`config.mk`:
```
export PLATFORM = sky130hd
export DESIGN_NAME = btb_plru_tracker
export DESIGN_NICKNAME = d
export VERILOG_FILES = /design/src/rtl/btb_pkg.sv /design/src/rtl/plru_tree_touch.sv /design/src/rtl/btb_plru_tracker.sv
export SDC_FILE = /design/constraint.sdc
export NUM_CORES = 1
export LEC_CHECK = 0
export ABC_AREA = 1
export CORE_AREA = 2 2 42 44
export CTS_BUF_LIST = sky130_fd_sc_hd__clkbuf_8
export DETAILED_ROUTE_END_ITERATION = 10
export DIE_AREA = 0 0 44 46
export PLACE_DENSITY = 0.78
export SETUP_SLACK_MARGIN = 0.1
export SLEW_MARGIN = 20
export SYNTH_ARGS = -nofsm -noshare
export SYNTH_HDL_FRONTEND = slang
export SYNTH_SLANG_ARGS = --single-unit
```
`constraint.sdc`:
```
create_clock -name clk -period 1.3 [get_ports clk]
set_clock_uncertainty 0.1 [all_clocks]
set_input_delay 0.39 -clock clk [delete_from_list [all_inputs] [get_ports clk]]
set_output_delay 0.39 -clock clk [all_outputs]
set_load 0.05 [all_outputs]
```
`src/rtl/btb_pkg.sv`:
```
// Shared BTB PLRU defaults, state typedef and tree-walk helpers.
// Helpers work on a max-size (8-way) tree; callers pass the real level count.
package btb_pkg;

  localparam int unsigned BTB_NUM_SETS  = 8;
  localparam int unsigned BTB_NUM_WAYS  = 2;
  localparam int unsigned PLRU_MAX_BITS = 7;
  localparam int unsigned PLRU_MAX_LVLS = 3;

  typedef logic [BTB_NUM_WAYS-2:0]  plru_bits_t;
  typedef logic [PLRU_MAX_BITS-1:0] plru_max_t;

  // Point every node on the root-to-way path away from that way.
  function automatic plru_max_t plru_touch(plru_max_t bits, logic [2:0] way,
                                           int unsigned lvls);
    plru_max_t   res;
    int unsigned node;
    logic        dir;
    res  = bits;
    node = 0;
    for (int unsigned l = 0; l < PLRU_MAX_LVLS; l++) begin
      if (l < lvls) begin
        dir            = way[2'(lvls - 1 - l)];
        res[3'(node)]  = ~dir;
        node           = 2 * node + 1 + 32'(dir);
      end
    end
    return res;
  endfunction

  // Follow node bits from the root down to the victim leaf.
  function automatic logic [2:0] plru_victim(plru_max_t bits, int unsigned lvls);
    logic [2:0]  way;
    int unsigned node;
    logic        dir;
    way  = 3'b000;
    node = 0;
    for (int unsigned l = 0; l < PLRU_MAX_LVLS; l++) begin
      if (l < lvls) begin
        dir  = bits[3'(node)];
        way  = {way[1:0], dir};
        node = 2 * node + 1 + 32'(dir);
      end
    end
    return way;
  endfunction

endpackage

```
`src/rtl/plru_tree_touch.sv`:
```
// Combinational tree-PLRU touch of one set's node bits; passes bits through when en is low.
module plru_tree_touch
  import btb_pkg::*;
#(
  parameter  int unsigned NUM_WAYS = BTB_NUM_WAYS,
  localparam int unsigned WAY_W    = $clog2(NUM_WAYS),
  localparam int unsigned TREE_W   = NUM_WAYS - 1
) (
  input  logic [TREE_W-1:0] bits_in,
  input  logic [WAY_W-1:0]  way,
  input  logic              en,
  output logic [TREE_W-1:0] bits_out
);

  plru_max_t touched;

  always_comb begin
    touched  = plru_touch(PLRU_MAX_BITS'(bits_in), 3'(way), WAY_W);
    bits_out = en ? TREE_W'(touched) : bits_in;
  end

endmodule

```
`src/rtl/btb_plru_tracker.sv`:
```
// Registered tree-PLRU state for the BTB: lookup + update touches per cycle, victim query.
// Optional BTB_PLRU_INVALID_FIRST_EN adds victim_valid_mask to prefer invalid ways.
module btb_plru_tracker
  import btb_pkg::*;
#(
  parameter  int unsigned NUM_SETS = BTB_NUM_SETS,
  parameter  int unsigned NUM_WAYS = BTB_NUM_WAYS,
  localparam int unsigned IDX_W    = $clog2(NUM_SETS),
  localparam int unsigned WAY_W    = $clog2(NUM_WAYS),
  localparam int unsigned TREE_W   = NUM_WAYS - 1
) (
  input  logic             clk,
  input  logic             rst,
  input  logic             flush,
  input  logic             lookup_valid,
  input  logic             lookup_hit,
  input  logic [IDX_W-1:0] lookup_index,
  input  logic [WAY_W-1:0] lookup_way,
  input  logic             update_valid,
  input  logic [IDX_W-1:0] update_index,
  input  logic [WAY_W-1:0] update_way,
  input  logic [IDX_W-1:0] victim_index,
`ifdef BTB_PLRU_INVALID_FIRST_EN
  input  logic [NUM_WAYS-1:0] victim_valid_mask,
`endif
  output logic [WAY_W-1:0] victim_way
);

  logic [TREE_W-1:0] state [NUM_SETS];
  logic              lk_en;
  logic              up_en;
  logic              same_set;
  logic [TREE_W-1:0] lk_bits;
  logic [TREE_W-1:0] up_base;
  logic [TREE_W-1:0] up_bits;
  logic [WAY_W-1:0]  tree_victim;

  always_comb begin
    lk_en    = lookup_valid & lookup_hit;
    up_en    = update_valid;
    same_set = lk_en && (lookup_index == update_index);
    // Same-set collision: update touch applies on top of the lookup result.
    up_base  = same_set ? lk_bits : state[update_index];
  end

  plru_tree_touch #(.NUM_WAYS(NUM_WAYS)) u_lookup_touch (
    .bits_in  (state[lookup_index]),
    .way      (lookup_way),
    .en       (lk_en),
    .bits_out (lk_bits)
  );

  plru_tree_touch #(.NUM_WAYS(NUM_WAYS)) u_update_touch (
    .bits_in  (up_base),
    .way      (update_way),
    .en       (up_en),
    .bits_out (up_bits)
  );

  // Update write follows lookup write so it wins when both target one set.
  always_ff @(posedge clk or posedge rst) begin
    if (rst) begin
      for (int i = 0; i < int'(NUM_SETS); i++) state[i] <= '0;
    end else if (flush) begin
      for (int i = 0; i < int'(NUM_SETS); i++) state[i] <= '0;
    end else begin
      if (lk_en) state[lookup_index] <= lk_bits;
      if (up_en) state[update_index] <= up_bits;
    end
  end

  always_comb begin
    tree_victim = WAY_W'(plru_victim(PLRU_MAX_BITS'(state[victim_index]), WAY_W));
  end

`ifdef BTB_PLRU_INVALID_FIRST_EN
  // Lowest-index invalid way takes priority over the tree choice.
  always_comb begin
    victim_way = tree_victim;
    for (int i = int'(NUM_WAYS) - 1; i >= 0; i--) begin
      if (!victim_valid_mask[i]) victim_way = WAY_W'(i);
    end
  end
`else
  always_comb begin
    victim_way = tree_victim;
  end
`endif

endmodule

```
==> results of run 1 <==
path summary, 6_finish.rpt:
path	endpoint	startpoint	cells after the start	slack (ns)
max in group asynchronous	state[1]$_DFF_PP0_	rst	2	0.55
max reg2reg	state[0]$_DFF_PP0_	state[0]$_DFF_PP0_	6	0.16
min reg2reg	state[7]$_DFF_PP0_	state[7]$_DFF_PP0_	5	0.59
max	victim_way	state[5]$_DFF_PP0_	5	-0.33
min in group clk	state[2]$_DFF_PP0_	update_index[0]	6	0.55
min	state[7]$_DFF_PP0_	rst	2	0.31
metrics by stage:
stage	setup WS, ns	power, mW	area [sq um]	hold slack [ns]
after floorplan	0.00273	0.386	781	0.106
after global placement	-0.743	0.509	1080	0.536
after detailed placement	-0.821	0.517	1080	0.557
after CTS	-0.335	0.812	1160	0.320
after global routing	-0.404	0.868	1170	0.353
final	-0.327	0.823	1170	0.312
cell families (layout without fill, tap and decap cells):
kind of cell,Yosys count,after routing,synth area share
AO/OA/AOI/OAI,7,7,0.0526
AND/OR/NAND/NOR,84,84,0.492
buffers and inverters,38,74,0.192
flip-flops,8,8,0.263
timing repair:
item                       in CTS  in global routing
gates resized for setup        37                 21
setup buffers                   2                  1
setup endpoints to repair       9                  9
hold buffers                    0                  0
pin swaps                      13                  6
hold endpoints to repair        0                  0
cell usage after synthesis, types with 2 or more instances:
| cell | instances | area [sq um] |
|---|---|---|
| nand2_1 | 50 | 188 |
| inv_1 | 32 | 120 |
| nand4_1 | 16 | 100 |
| nand3_1 | 9 | 45.0 |
| dfrtp_1 | 8 | 200 |
| nor2_1 | 6 | 22.5 |
| o21ai_0 | 4 | 20.0 |
| nor2_2 | 3 | 18.8 |
| clkinv_1 | 2 | 7.51 |
| inv_2 | 2 | 7.51 |
| o211ai_1 | 2 | 15.0 |
worst max-delay path, stage by stage (launching register included):
cell      delay (ns)
dfrtp_1         0.39
o211ai_1        0.18
nand2_1         0.08
nand2_2         0.07
nand2_4         0.05
buf_12          0.14
power groups by stage:
| stage | sequential, mW | clock (mW) | combinational [mW] |
|---|---|---|---|
| after floorplan | 0.268 | 0 | 0.119 |
| after global placement | 0.270 | 0 | 0.239 |
| after detailed placement | 0.271 | 0 | 0.247 |
| after CTS | 0.267 | 0.294 | 0.251 |
| after global routing | 0.268 | 0.312 | 0.288 |
| final | 0.267 | 0.293 | 0.263 |
layer usage:
layer / part of all wire / up-vias / GRT usage
li1: - / 503 / -
met1: 0.38 / 422 / 0.259
met2: 0.53 / 39 / 0.485
met3: 0.054 / 10 / 0.0119
met4: 0.038 / 0 / 0.127
met5: 0 / - / 0
area by class of cell:
class | count | area [sq um] | area share
Tap cell | 17 | 21.3 | 0.0181
Timing Repair Buffer | 35 | 279 | 0.237
Sequential cell | 8 | 200 | 0.170
Inverter | 36 | 139 | 0.118
Clock buffer | 3 | 41.3 | 0.0351
Multi-Input combinational cell | 91 | 494 | 0.421
==> results.sh, run 1 <==
export IMPL_power_switching_share=0.303
export IMPL_hold_viol=0
export IMPL_wirelength_um=2260
export IMPL_finalCriticalPeriod_ns=1.63
export IMPL_synth_edf_count=0
export IMPL_internal_power_uw=574
export IMPL_clk_pin_slew_ns=0.04
export IMPL_fp_coreArea_sq_um=1610
export IMPL_gr_total_overflow=0
export IMPL_synth_cells=137
export IMPL_nNetsFinal=192
export IMPL_syn_nets=154
export IMPL_final_layout_size_suffix_gt1_frac=0.301
export IMPL_hold_path_class="primary input to asynchronous set/reset pin"
export IMPL_worstSetupPathType="flip-flop to output pin"
export IMPL_final_common_cell="nand2_1"
export IMPL_clock_path_buffers=2
export IMPL_synth_async_reset_ratio=1.00
export IMPL_largest_reg_flops=8
export IMPL_num_rows=15
export IMPL_slew_limit_headroom=0.792
export IMPL_crit_fanout=2
export IMPL_grt_pass1_vias=920
export IMPL_max_vdd_ir_drop_uv=431
export IMPL_io_buffers=17
export IMPL_p_switching_uw=249
export IMPL_drt_vias_per_instance=5.13
export IMPL_synthToLayoutAreaGrowth_pct=54.4
export IMPL_fillCellCount=130
export IMPL_synth_distinct_cells=14
export IMPL_root_buffer="clkbuf_8"
export IMPL_end_kind="output pin"
export IMPL_hpwl_um=1750
export IMPL_crit_required_ns=0.81
export IMPL_dpl_cell_count=184
export IMPL_synth_seq_area_share=0.263
export IMPL_top_register="state"
export IMPL_period_share=1.25
export IMPL_drt_iter0_markers=32
export IMPL_violations="negative setup slack"
export IMPL_ys_flop_type="dfrtp_1"
export IMPL_drc_errors=0
export IMPL_antenna_found_initial=0
export IMPL_finalWeightedCongestion=0.879
export IMPL_maxCapViolations=0
export IMPL_ios=18
export IMPL_layout_common_cells="nand2_1, inv_1, buf_4, nand4_1"
export IMPL_rsz0062_at_grt="yes"
export IMPL_cts_sinks=8
export IMPL_fin_setup_tns_ns=-0.327
export IMPL_status="complete, but fails checks"
export IMPL_grt_pass1_wl_um=3650
export IMPL_instances_no_fill=190
export IMPL_fp_dieW_um=44
export IMPL_wl_per_cell_um=11.9
export IMPL_p_seq_frac=0.325
export IMPL_synth_avg_cell_area_sq_um=5.55
export IMPL_track_usage=0.246
export IMPL_yosys_warnings=0
export IMPL_pwr_density_cell_nw_per_um2=700
export IMPL_dieArea_sq_um=2020
export IMPL_drv_slew=0
export IMPL_cts_buffers=3
export IMPL_cts_tree="yes"
export IMPL_worstMarginPinSlew_ns=0.312
export IMPL_first_pass_iters=5
export IMPL_fp_dieH_um=46
export IMPL_initial_core_util=0.471
export IMPL_grt_max_degree=9
export IMPL_postRouteAntennaNets=0
export IMPL_setup_ws_ns=-0.327
export IMPL_n_antenna_cell=0
export IMPL_cp_start_kind="flip-flop"
export IMPL_critical_path_arrival_ns=1.14
export IMPL_pwr_share_clk=0.356
export IMPL_reg_largest_list="state: 8 flops"
export IMPL_pwr_share_comb=0.319
export IMPL_synth_cell_area_sq_um=761
export IMPL_h_tree_depth=1
export IMPL_setup_violations=1
export IMPL_synth_seq_cells=8
export IMPL_vias=974
export IMPL_fmax_mhz=614
export IMPL_fin_util=0.728
export IMPL_leakage_nw=0.702
export IMPL_clock_insertion_delay_worst_skew_ns=0.22
Power figures use the tool's default switching activity.
==> run 2, diff against run 1 <==
SLEW_MARGIN = 25   (was 20)
==> results of run 2 <==
The final DEF is identical to that of run 1; final timing and power are the same.
